## src/rtl/pe_mux_pipe.sv

```systemverilog
// Multi-lane raw/activated select with per-lane mask, registered into a
// 2-entry valid/ready output buffer and a wrapping delivered-beat counter.
module pe_mux_pipe #(
  parameter int W     = 24,
  parameter int LANES = 4,
  parameter int CNT_W = 16
) (
  input  logic                 clk,
  input  logic                 rst,
  input  logic                 cfg_we,
  input  logic [LANES-1:0]     cfg_sel,
  input  logic                 flush,
  input  logic                 in_valid,
  output logic                 in_ready,
  input  logic [LANES*W-1:0]   in_a,
  input  logic [LANES*W-1:0]   in_b,
  output logic                 out_valid,
  input  logic                 out_ready,
  output logic [LANES*W-1:0]   out_y,
  output logic [LANES-1:0]     sel_q,
  output logic [CNT_W-1:0]     beat_cnt
);

  localparam int DW = LANES * W;

  logic [LANES-1:0] sel_d;
  logic [DW-1:0]    head_q, head_d;
  logic [DW-1:0]    tail_q, tail_d;
  logic [1:0]       count_q, count_d;
  logic [CNT_W-1:0] beat_cnt_q, beat_cnt_d;
  logic [DW-1:0]    beat;
  logic             push, pop;

  assign in_ready  = (count_q != 2'd2);
  assign out_valid = (count_q != 2'd0);
  assign out_y     = head_q;
  assign beat_cnt  = beat_cnt_q;

  always_comb begin
    beat = '0;
    for (int unsigned l = 0; l < LANES; l++) begin
      beat[l*W +: W] = sel_q[l] ? in_b[l*W +: W] : in_a[l*W +: W];
    end
  end

  // A flushed edge never accepts a beat, but a pop on that edge still counts.
  assign push = in_valid & in_ready & ~flush;
  assign pop  = out_valid & out_ready;

  always_comb begin
    sel_d      = cfg_we ? cfg_sel : sel_q;
    beat_cnt_d = beat_cnt_q + CNT_W'(pop);
    head_d     = head_q;
    tail_d     = tail_q;
    count_d    = count_q;
    if (flush) begin
      count_d = 2'd0;
    end else begin
      case (count_q)
        2'd0: begin
          if (push) begin
            head_d  = beat;
            count_d = 2'd1;
          end
        end
        2'd1: begin
          case ({push, pop})
            2'b10: begin
              tail_d  = beat;
              count_d = 2'd2;
            end
            2'b01:   count_d = 2'd0;
            2'b11:   head_d  = beat;
            default: ;
          endcase
        end
        2'd2: begin
          if (pop) begin
            head_d  = tail_q;
            count_d = 2'd1;
          end
        end
        default: count_d = 2'd0;
      endcase
    end
  end

  always_ff @(posedge clk or posedge rst) begin
    if (rst) begin
      sel_q      <= '0;
      head_q     <= '0;
      tail_q     <= '0;
      count_q    <= '0;
      beat_cnt_q <= '0;
    end else begin
      sel_q      <= sel_d;
      head_q     <= head_d;
      tail_q     <= tail_d;
      count_q    <= count_d;
      beat_cnt_q <= beat_cnt_d;
    end
  end

endmodule

```

## config.mk

```make
export PLATFORM = sky130hd
export DESIGN_NAME = pe_mux_pipe
export DESIGN_NICKNAME = d
export VERILOG_FILES = /design/src/rtl/pe_mux_pipe.sv
export SDC_FILE = /design/constraint.sdc
export NUM_CORES = 1
export LEC_CHECK = 0
export ABC_CLOCK_PERIOD_IN_PS = 6400
export CAP_MARGIN = 20
export CORE_AREA = 2 2 158 160
export DETAILED_ROUTE_END_ITERATION = 12
export DIE_AREA = 0 0 160 162
export GPL_TIMING_DRIVEN = 0
export PLACE_DENSITY = 0.76
export SYNTH_ARGS = -nofsm -noshare
export SYNTH_HDL_FRONTEND = slang
export SYNTH_SLANG_ARGS = --single-unit
```

## constraint.sdc

```tcl
create_clock -name clk -period 6.4 [get_ports clk]
set_input_delay 0.96 -clock clk [delete_from_list [all_inputs] [get_ports clk]]
set_output_delay 0.96 -clock clk [all_outputs]
set_load 0.01 [all_outputs]
```

; Yosys cells after proc, flatten, opt, wreduce, memory -nomap -nowiden
; Cells that the tools add are included.
[op_classes]
n_addsub = 1
shifts = 0
eq_ne = 12
n_reduce_logical = 6
order_cmp = 0
n_bitwise = 4
div = 0
mul = 0
n_mux = 13
[ops]
columns = operator, n
row1 = 96-bit 2-to-1 mux, 3
row2 = 96-bit case mux with 3 select lines, 1
row3 = 24-bit 2-to-1 mux, 4
row4 = 16-bit by 1-bit adder with 16-bit output, 1
row5 = "2-bit == test, second input constant", 3
row6 = 2-bit 2-to-1 mux, 3
row7 = "2-bit != test, second input constant", 3
row8 = "3-bit != test, second input constant", 2
row9 = 2-bit case mux with 3 select lines, 1
row10 = 3-bit AND reduction, 2
row11 = 5-bit AND reduction, 1
row12 = "2-bit by 1-bit == test with 1-bit output, second input constant", 2
row13 = "4-bit != test, second input constant", 1
row14 = 2-bit case mux with 2 select lines, 1
row15 = 1-bit bitwise AND, 3
row16 = 3-bit nonzero test, 1
row17 = 2-bit logical NOT, 1
row18 = "2-bit by 1-bit != test with 1-bit output, second input constant", 1
row19 = 2-bit nonzero test, 1
row20 = 1-bit NOT, 1
[totals]
out_inout_bits = 118
romBits = 0
register_bits = 214
mem_bits_rw = 0
mem_count = 0
latchBits = 0
in_bits = 202

; Depth between registers and ports, before layout
; Gate-level depths: netlist of run 1.
[depth]
depth_word = 7
ltp_mapped = 7
mapped_depth_nobuf = 7

; Worst setup path before layout of run 1
; OpenSTA, ideal clock, no wires.
[synth_path]
kind = input-to-reg
start = input in_valid
end = register head_q[10], in the netlist out_y[10]
path_slack_ns = 4.160
n_path_buf = 2
t_required_ns = 6.273
t_arrival_ns = 2.113
setup_ns = 0.127
cell_stages = 6
path_cell_list = nor2b_1 > nand2_1 > a21oi_4 > buf_6 > buf_12 > mux2_1
[synth_via]
elab_chain_len = 5
[synth_lines]
columns = item, line
row1 = from (decl), 13  ; input logic in_valid,
row2 = 1-bit bitwise AND (*) (2 in series), 47  ; assign push = in_valid & in_ready & ~flush;
row3 = 2-bit == test, 67  ; case ({push, pop})
row4 = 2-bit by 1-bit != test with 1-bit output (no line), -
row5 = 5-bit AND reduction (no line) (*), -
row6 = to (signal assigned), 91  ; head_q <= '0;
row7 = to (signal assigned), 97  ; head_q <= head_d;
row8 = to (decl), 27  ; logic [DW-1:0] head_q, head_d;
; Mark *: on every way between the ends. The rest lies on a longest branch, timed or not.
; A chain may end at the register's enable or synchronous reset.

; Worst setup path in the final report of run 1
[layout_path]
start = register count_q[1]
end = output in_ready
[layout_via]
elab_chain_len = 1
[layout_lines]
columns = item, line
row1 = from (decl), 29  ; logic [1:0] count_q, count_d;
row2 = from (signal assigned), 99  ; count_q <= count_d;
row3 = 2-bit != test, 34  ; assign in_ready = (count_q != 2'd2);
row4 = to (decl), 14  ; output logic in_ready,
; Every way passes these cells.

==> summary.md, run 1 <==
| Metric | Value |
|---|---|
| Initial antenna violation count | 0 |
| Clock Path Buffers | 3 |
| TritonCTS Buffers | 23 |
| Yosys cell types | 36 |
| Number of routed nets with antenna violations | 0 |
| Ports | 320 |
| Worst Hold End | beat_cnt[15] |
| Crit. End Element | primary output |
| Clk slew on worst S/H paths | 0.06 ns |
| Buffers on Ports | 319 |
| Congestion Overflow GR | 0 |
| Crit path cell chain | nor2b_2 > buf_2 > buf_2 > inv_1 > clkdlybuf4s50_1 |
| Power Dens Cells | 308 nW/um^2 |
| Pin count of the biggest net entering global routing | 43 |
| CP Max Fanout | 10 |
| Hold Startpoint | beat_cnt[15] |
| Post-route cell area | roughly 14000 sq um |
| Vias in the first global route | 8656 |
| First-pass GRT wire length | 45600 um |
| Worst EP arrival | 2.46 ns |
| Post-synthesis register bit count | 214 |
| Hold Vio Cnt, Final | 0 |
| HP Class | reg -> reg |
| Register area share after synthesis | 53.3% |
| Reg-to-reg critical path endpoint | out_y[0] |
| Area delta synth->final | 43.9% |
| Clk_lat worst skew | around 0.51 ns |
| Asr flop ratio synth | 100% |
| Worst path max stage delay | 0.50 ns |
| Dpl cell area | 13800 sq um |
| Vias | 8096 |
| Share of cells above drive strength 1 | 15.3% |
| Slew margin rel. | ~56% |
| Filler Cells Inserted | just over 2000 |
| Worst Path Required | 5.44 ns |
| Synth Flop Type | dfrtp_1 |
| Post-CTS Hold Buffers | 0 |
| Iteration-0 DRC Markers | approximately 350 |
| Worst vdd ir | 0.157 mV |
| Slew @ Worst Pin | 0.656 ns |
| Router iterations before antenna repair | 4 |
| CP top delay family | buffers and inverters |
| Setup TNS Final | 0 ns |
| Crit Path Class | reg -> out |
| Synth Warn # | 0 |
| Starting Density | 41.7% |
| Run status | completed |
| CTS Root Buffer Type | clkbuf_16 |
| Hold Path Depth | 1 |
| Main area contributors after synthesis | dfrtp_1 53%, mux2i_1 9.6%, mux2_2 6.7%, mux2_4 5.1%, a21oi_1 4.9% |
| Fin Clk Skew | about 0.0081 ns |
| Slowest stage cell, crit path | clkdlybuf4s50_1 |
| Ant diodes | 0 |
| Die width | 160 um |
| Wirelength, routed | 28300 um |
| Die footprint | 25900 sq um |
| Most frequent CP cell | buf_2 |
| H-Tree Depth | 1 |
| Nets | 1466 |
| Drt wl/cell | 17.7 um |
| CP bufs+invs | 4 |
| CTS tree | yes |
| Reg-to-reg startpoint | count_q[1] |
| Post-synth EDFFs | 0 |
| Cell leakage power | 6.17 nW |
| RSZ-0062 raised after global routing | false |
| Crit share post-route | a little over half |
| Post-CTS sizing | 0 |
| Routability cong. | 0.778 |
| Core Footprint | 24100 sq um |
| Hold_ws | about 0.47 ns |
| FP Rows | 57 |
| Synth top area share | a little over half |
| Final HPWL DP | 20700 um |
| Vias per cell | 5.07 |
| Util after Layout | between 50 and 60% |
| Post-route minimum period | about 3.4 ns |
| Post-Syn Instances | 914 |
| Max cap viols | 0 |
| Avg Cell Area, Syn | 11.0 sq um |
| Post-Syn Nets | 1117 |
| Max-slew violations | 0 |
| Peak Freq | 0.293 GHz |
| Synthesized area | 10100 sq um |
| GRT Total Usage | 21.8% |
| Clk sinks | 214 |
| Die height | around 160 um |
| Crit path launch type | flop |
| Reg2reg path depth | 6 |
| Post-CTS Setup Inserts | 0 |
| Residual DRC | 0 |
| Reg2Reg Setup Slack | 4.32 ns |
| Setup violations, final | 0 |
| Leading area contributor after synthesis | dfrtp_1 |
-- state kept, by name, summed over array words and instances (netlist names) --
name / cells
out_y: 96
tail_q: 96
beat_cnt: 16
sel_q: 4
count_q: 2
-- synthesized netlist by cell type, types with 2 or more instances --
cell type	n
o21ai_0	81
nand2_1	103
nand4_1	2
clkbuf_1	3
nand3_1	6
buf_1	2
xor2_1	5
mux2_1	6
nor3_1	2
mux2_4	34
a21oi_1	98
xnor2_1	10
nor2_1	99
o21ai_1	15
inv_1	4
buf_12	4
buf_2	44
and4_1	2
mux2_2	60
dfrtp_1	214
mux2i_1	96
buf_4	10
-- worst register-to-register path: stages, from the launching register on --
cell	delay, ns
dfrtp_1	0.44
nor2b_1	0.29
nand2_1	0.16
a21oi_4	0.32
buf_6	0.25
buf_12	0.17
mux2_1	0.33
-- routing by layer --
metal,vias up,routed length [um],part of all wire (%),track usage (%)
met5,-,0,0,0
met4,0,619,2.2,5.65
met3,46,1860,6.6,4.52
met2,281,14200,50,38.6
met1,3925,11600,41,27.3
li1,3844,-,-,-
-- per-stage QoR --
| step | instances | total power, mW | setup WS [ns] |
|---|---|---|---|
| 6_report | 1598 | 4.46 | 2.98 |
| 5_1_grt | 1598 | 4.69 | 2.81 |
| 4_1_cts | 1598 | 4.50 | 2.93 |
| 3_5_place_dp | 1562 | 3.20 | 3.24 |
| 3_3_place_gp | 1557 | 3.14 | 0.986 |
| 2_1_floorplan | 914 | 2.53 | 2.66 |
-- cells in the final DEF (no fill, tap or decap), types with 23 or more instances in the layout --
cell type / netlist / routed
buf_2: 44 / 44
mux2_4: 34 / 34
dfrtp_1: 214 / 214
mux2i_1: 96 / 96
mux2_2: 60 / 60
clkbuf_16: 0 / 23
clkdlybuf4s50_1: 0 / 319
nor2_1: 99 / 99
nand2_1: 103 / 103
a21oi_1: 98 / 98
o21ai_0: 81 / 81
-- power breakdown --
part | switching, mW | total, mW | leakage, nW | internal [mW]
registers | 0.209 | 1.92 | 2.51 | 1.71
logic | 0.513 | 1.25 | 3.31 | 0.738
clock network | 0.518 | 1.29 | 0.348 | 0.768
total | 1.24 | 4.46 | 6.17 | 3.22
-- cell type report --
| class | count | area, sq um | share of cell area [%] |
|---|---|---|---|
| plain buffers | 64 | 405 | 2.80 |
| clock buffers | 32 | 639 | 4.42 |
| clock inverters | 4 | 70.1 | 0.484 |
| inverters | 4 | 18.8 | 0.130 |
| multi-input cells | 632 | 4280 | 29.6 |
| flip-flops and latches | 214 | 5360 | 37.0 |
| well taps | 324 | 405 | 2.80 |
| repair buffers | 324 | 3290 | 22.8 |
-- worst max path at each step --
stage,slack (ns),cells after the start,start,end
after floorplan,2.66,1,rst,beat_cnt[0]
after global placement,0.99,2,rst,beat_cnt[5]
after detailed placement,3.24,7,in_valid,out_y[0]
after CTS,2.93,5,count_q[1],in_ready
after global routing,2.81,5,count_q[1],in_ready
final,2.98,5,count_q[1],in_ready
-- cell families after synthesis --
family          synth area share [%]
simple gates                    9.01
flops                           53.3
compound gates                  10.1
mux                             22.0
buf+inv                         4.18
xor+xnor                        1.31
fa+ha+maj                      0.124
No activity file was read; power rests on OpenSTA's default activity.
==> inputs of run 2 (changes only) <==
ABC_CLOCK_PERIOD_IN_PS = 2800   (was 6400)
clock period = 2.8 ns   (was 6.4 ns; I/O delays follow)
==> run 2 against run 1 <==
Via count is 0.12% higher. Worst hold slack got worse by 0.12 ns. Global-route usage unchanged. Register-to-register slack lost 3.6 ns. Power up 130%. Worst setup slack got worse by 2.7 ns. Non-clock buffer count shrank 1. Critical path type unchanged. Highest routed layer unchanged.
==> summary.md, run 2 (synthesis results as in run 1) <==
| Metric | Value |
|---|---|
| Run status | completed |
| Iteration-0 DRC Markers | between 300 and 400 |
| Buffers on Ports | between 300 and 400 |
| Dpl cell area | 13800 sq um |
| Routability cong. | around 0.78 |
| TritonCTS Buffers | 23 |
| Part of the power in the clock network | approximately 29% |
| Residual DRC | 0 |
| Post-route minimum period | 2.53 ns |
| Router iterations before antenna repair | 4 |
| Die height | about 160 um |
| Ant diodes | 0 |
| Wirelength, routed | roughly 28000 um |
| Vias in the first global route | 8655 |
| HP Class | in -> async |
| Congestion Overflow GR | 0 |
| Most frequent cells in the layout | 319 x clkdlybuf4s50_1, 214 x dfrtp_1, 103 x nand2_1, 99 x nor2_1, 98 x a21oi_1 |
| Worst EP arrival | 2.11 ns |
| Post-route cell area | around 14000 sq um |
| Slew margin rel. | between 50% and 60% |
| Util after Layout | about three fifths |
| Max-slew violations | 0 |
| Max cap viols | 0 |
| Sw frac | 27.8% |
| Post-CTS Setup Inserts | 0 |
| Clk slew on worst S/H paths | approximately 0.060 ns |
| Setup violations, final | 0 |
| Hold_ws | 0.354 ns |
| Nets | 1465 |
| Core Footprint | roughly 24000 sq um |
| P_sw | 2.83 mW |
| Setup TNS Final | 0 ns |
| CTS Root Buffer Type | clkbuf_16 |
| Most common cell after layout, fill and taps aside | clkdlybuf4s50_1 |
| Inst Count DP | between 1500 and 2000 |
| Slowest stage cell, crit path | clkdlybuf4s50_1 |
| Post-CTS sizing | 2 |
| Initial antenna violation count | 0 |
| Share of cells above drive strength 1 | 15.2% |
| Worst path max stage delay | 0.50 ns |
| CTS tree | yes |
| Final HPWL DP | 20700 um |
| Post-CTS Hold Buffers | 0 |
| Crit share post-route | between 90% and 100% |
| Crit path launch type | flop |
| Seq pwr share | a little over two fifths |
| Final worst setup slack | 0.272 ns |
| Area delta synth->final | 43.9% |
| Worst Path Required | 2.38 ns |
| CP Max Fanout | 19 |
| Fin Clk Skew | 0.00847 ns |
| DP Worst Slack | 0.181 ns |
| Die width | 160 um |
| Clk_lat worst skew | 0.51 ns |
| Worst vdd ir | ~0.36 mV |
| Crit Path Class | reg -> out |
| Non-Filler Instances | 1597 |
| First-pass GRT wire length | 45600 um |
| Total chip power | 10.2 mW |
| Slew @ Worst Pin | 0.656 ns |
| GRT Total Usage | a little over a fifth |
| Drt wl/cell | between 15 and 20 um |
| Clock Path Buffers | 3 |
| Die footprint | 25900 sq um |
| H-Tree Depth | 1 |
| Vias per cell | between 5 and 6 |
| Crit. End Element | primary output |
| Hold Vio Cnt, Final | 0 |
| Internal | ~7.4 mW |
| Clk sinks | 214 |
| Reg2Reg Setup Slack | around 0.73 ns |
| Cell leakage power | 6.16 nW |
| Pin count of the biggest net entering global routing | 43 |
| Combinational share of power | around 28% |
| Starting Density | 41.7% |
| Number of routed nets with antenna violations | 0 |
| Filler Cells Inserted | 2077 |
| Ports | 320 |
| FP Rows | 57 |
| Vias | 8106 |
| RSZ-0062 raised after global routing | false |
| Crit path cell chain | nor2b_4 > buf_4 > inv_1 > clkdlybuf4s50_1 |
| Power Dens Cells | 705 nW/um^2 |
| Peak Freq | 0.396 GHz |
==> run 2: cell types whose count changed in the layout (fill, tap and decap cells not counted) <==
cell	delta
buf_2	-2
nor2b_2	-1
nor2b_4	+1
buf_4	+1
==> run 2: final timing paths <==
kind                                   start      endpoint  depth (start not counted)
worst max-delay path              count_q[1]      in_ready                          4
worst min-delay path                     rst     tail_q[6]                          2
worst max register to register    count_q[1]      out_y[0]                          6
worst min register to register  beat_cnt[15]  beat_cnt[15]                          1
max in group asynchronous                rst     out_y[48]                          5
min in group clk                beat_cnt[15]  beat_cnt[15]                          1
==> run 2: final cells by class <==
type	count	area [sq um]	area share, %
tap	324	405	2.80
sequential	214	5360	37.0
timing repair buffer	324	3290	22.8
multi-input combinational	632	4280	29.6
inverter	4	18.8	0.130
clock inverter	4	70.1	0.484
clock buffer	32	639	4.42
buffer	63	403	2.79
==> run 2: routing by layer <==
layer	GRT usage, %	vias up	wire [um]
met3	4.52	46	1770
met1	27.3	3947	11700
li1	-	3846	-
met2	38.6	267	14200
met4	5.65	0	622
met5	0	-	0
==> run 2: power groups by stage <==
stage | Combinational [mW] | Clock, mW | Sequential [mW]
floorplan | 1.24 | 0 | 4.54
global placement | 2.79 | 0 | 4.39
detailed placement | 2.87 | 0 | 4.43
CTS | 2.90 | 3.00 | 4.39
global route | 3.10 | 3.12 | 4.50
finish | 2.86 | 2.93 | 4.40
==> run 2: critical path, delay by kind of cell (launching register included) <==
family | cells | cell delay, ns
buffers and inverters | 3 | 0.88
flip-flops | 1 | 0.45
AND/OR/NAND/NOR | 1 | 0.27
==> inputs of run 3 (changes only) <==
GPL_ROUTABILITY_DRIVEN = 0   (was unset)
PLACE_DENSITY = 0.77   (was 0.76)
==> run 3 against run 2 <==
Final area rose by 0.40%. Routed wire length rose by 0.72%. First-iteration DRC count rose by 9.6%. Fmax fell by 2.7%. Largest cell class unchanged. Highest routed layer unchanged.
==> summary.md, run 3 (synthesis results as in run 1) <==
| Metric | Value |
|---|---|
| CTS tree | yes |
| Max cap viols | 0 |
| Reg-to-reg critical path endpoint | out_y[32] |
| Peak Freq | 0.385 GHz |
| Clk_lat worst skew | 0.50 ns |
| TritonCTS Buffers | 23 |
| Non-Filler Instances | 1601 |
| Run status | completed |
| Filler Cells Inserted | between 2000 and 2500 |
| Power Dens Cells | ~710 nW/um^2 |
| Worst vdd ir | 0.348 mV |
| Reg2Reg Setup Slack | 0.79 ns |
| Worst EP arrival | roughly 2.2 ns |
| Crit Path Class | reg -> out |
| Post-CTS Hold Buffers | 0 |
| Slew margin rel. | 39.2% |
| Ports | 320 |
| Post-route cell area | 14500 sq um |
| Buffers on Ports | 319 |
| CTS Root Buffer Type | clkbuf_16 |
| First-pass GRT wire length | 45300 um |
| Setup violations, final | 0 |
| FP Rows | 57 |
| RSZ-0062 raised after global routing | false |
| Share of cells above drive strength 1 | 15.7% |
| Die height | 162 um |
| Reg2reg path depth | 6 |
| Clock Path Buffers | 3 |
| Crit share post-route | 92.8% |
| Vias per cell | slightly above 5 |
| Ant diodes | 0 |
| Residual DRC | 0 |
| Starting Density | 41.7% |
| Most frequent cells in the layout | 319 x clkdlybuf4s50_1, 214 x dfrtp_1, 103 x nand2_1, 99 x nor2_1, 98 x a21oi_1 |
| Congestion Overflow GR | 0 |
| Router iterations before antenna repair | 7 |
| Vias | 8152 |
| Worst Path Required | about 2.4 ns |
| Inst Count DP | 1562 |
| Die width | 160 um |
| Area delta synth->final | 44.5% |
| Crit. End Element | primary output |
| Core Footprint | around 24000 sq um |
| Clk slew on worst S/H paths | 0.06 ns |
| Clk sinks | 214 |
| Final HPWL DP | 21200 um |
| Reg-to-reg startpoint | count_q[1] |
| Hold Vio Cnt, Final | 0 |
| Cell leakage power | 6.18 nW |
| Max-slew violations | 0 |
| Pin count of the biggest net entering global routing | 43 |
| Initial antenna violation count | 0 |
| Vias in the first global route | 8561 |
| Hold_ws | roughly 0.46 ns |
| Number of routed nets with antenna violations | 0 |
| Nets | 1466 |
| Post-route minimum period | 2.60 ns |
| HP Class | in -> async |
| H-Tree Depth | 1 |
| GRT Total Usage | between 20 and 25% |
| Wirelength, routed | 28500 um |
| Most common cell after layout, fill and taps aside | clkdlybuf4s50_1 |
| Iteration-0 DRC Markers | 401 |
| Die footprint | 25900 sq um |
| Fin Clk Skew | between 0.007 and 0.008 ns |
| Dpl cell area | ~14000 sq um |
| Crit path launch type | flop |
| Drt wl/cell | ~18 um |
| CP Max Fanout | 10 |
| Slew @ Worst Pin | 0.910 ns |
| Post-CTS Setup Inserts | 0 |
## run 3: area by class of cell
type	count	area [sq um]	area share [%]
flip-flops and latches	214	5360	36.9
multi-input cells	632	4280	29.5
repair buffers	324	3290	22.7
clock buffers	30	632	4.35
plain buffers	64	410	2.83
well taps	324	405	2.79
clock inverters	9	128	0.879
inverters	4	18.8	0.129
## run 3: worst max-delay path by stage
stage | startpoint | end | slack (ns) | cells after the start
2_1_floorplan | rst | beat_cnt[0] | -0.40 | 1
3_3_place_gp | rst | out_y[33] | -2.05 | 2
3_5_place_dp | in_valid | out_y[32] | 0.24 | 7
4_1_cts | count_q[1] | in_ready | 0.02 | 5
5_1_grt | count_q[1] | in_ready | 0.02 | 5
6_report | count_q[1] | in_ready | 0.20 | 5
## run 3: stage by stage
step	utilization, %	setup WS, ns	TNS [ns]	power [mW]
floorplan	-	-0.404	-86.49	5.78
global placement	56.6	-2.05	-437.16	7.18
detailed placement	57.1	0.242	0	7.31
CTS	60.2	0.0204	0	10.4
global route	60.2	0.0206	0	10.9
finish	60.2	0.201	0	10.3
## run 3: what timing repair did
item | CTS | global route
gates resized for setup | 2 | 1
endpoints found under the setup margin | 1 | 1
pin swaps | 0 | 0
## run 3: layer usage
layer	wire length [um]	global-route usage, %	share of wire [%]
met1	12000	27.5	42
met2	14000	38.3	49
met3	1820	4.19	6.4
met4	660	5.77	2.3
met5	0	0	0
## run 3: power breakdown
| part | switching (mW) | leakage (nW) | internal (mW) |
|---|---|---|---|
| combinational | 1.18 | 3.31 | 1.69 |
| clock | 1.22 | 0.364 | 1.86 |
| sequential | 0.471 | 2.51 | 3.92 |
| total | 2.87 | 6.18 | 7.46 |
## run 3: critical path, cell delays in order, from the launching register on
cell	delay [ns]
dfrtp_1	0.44
nor2b_4	0.25
buf_4	0.22
buf_4	0.22
inv_1	0.05
clkdlybuf4s50_1	0.50
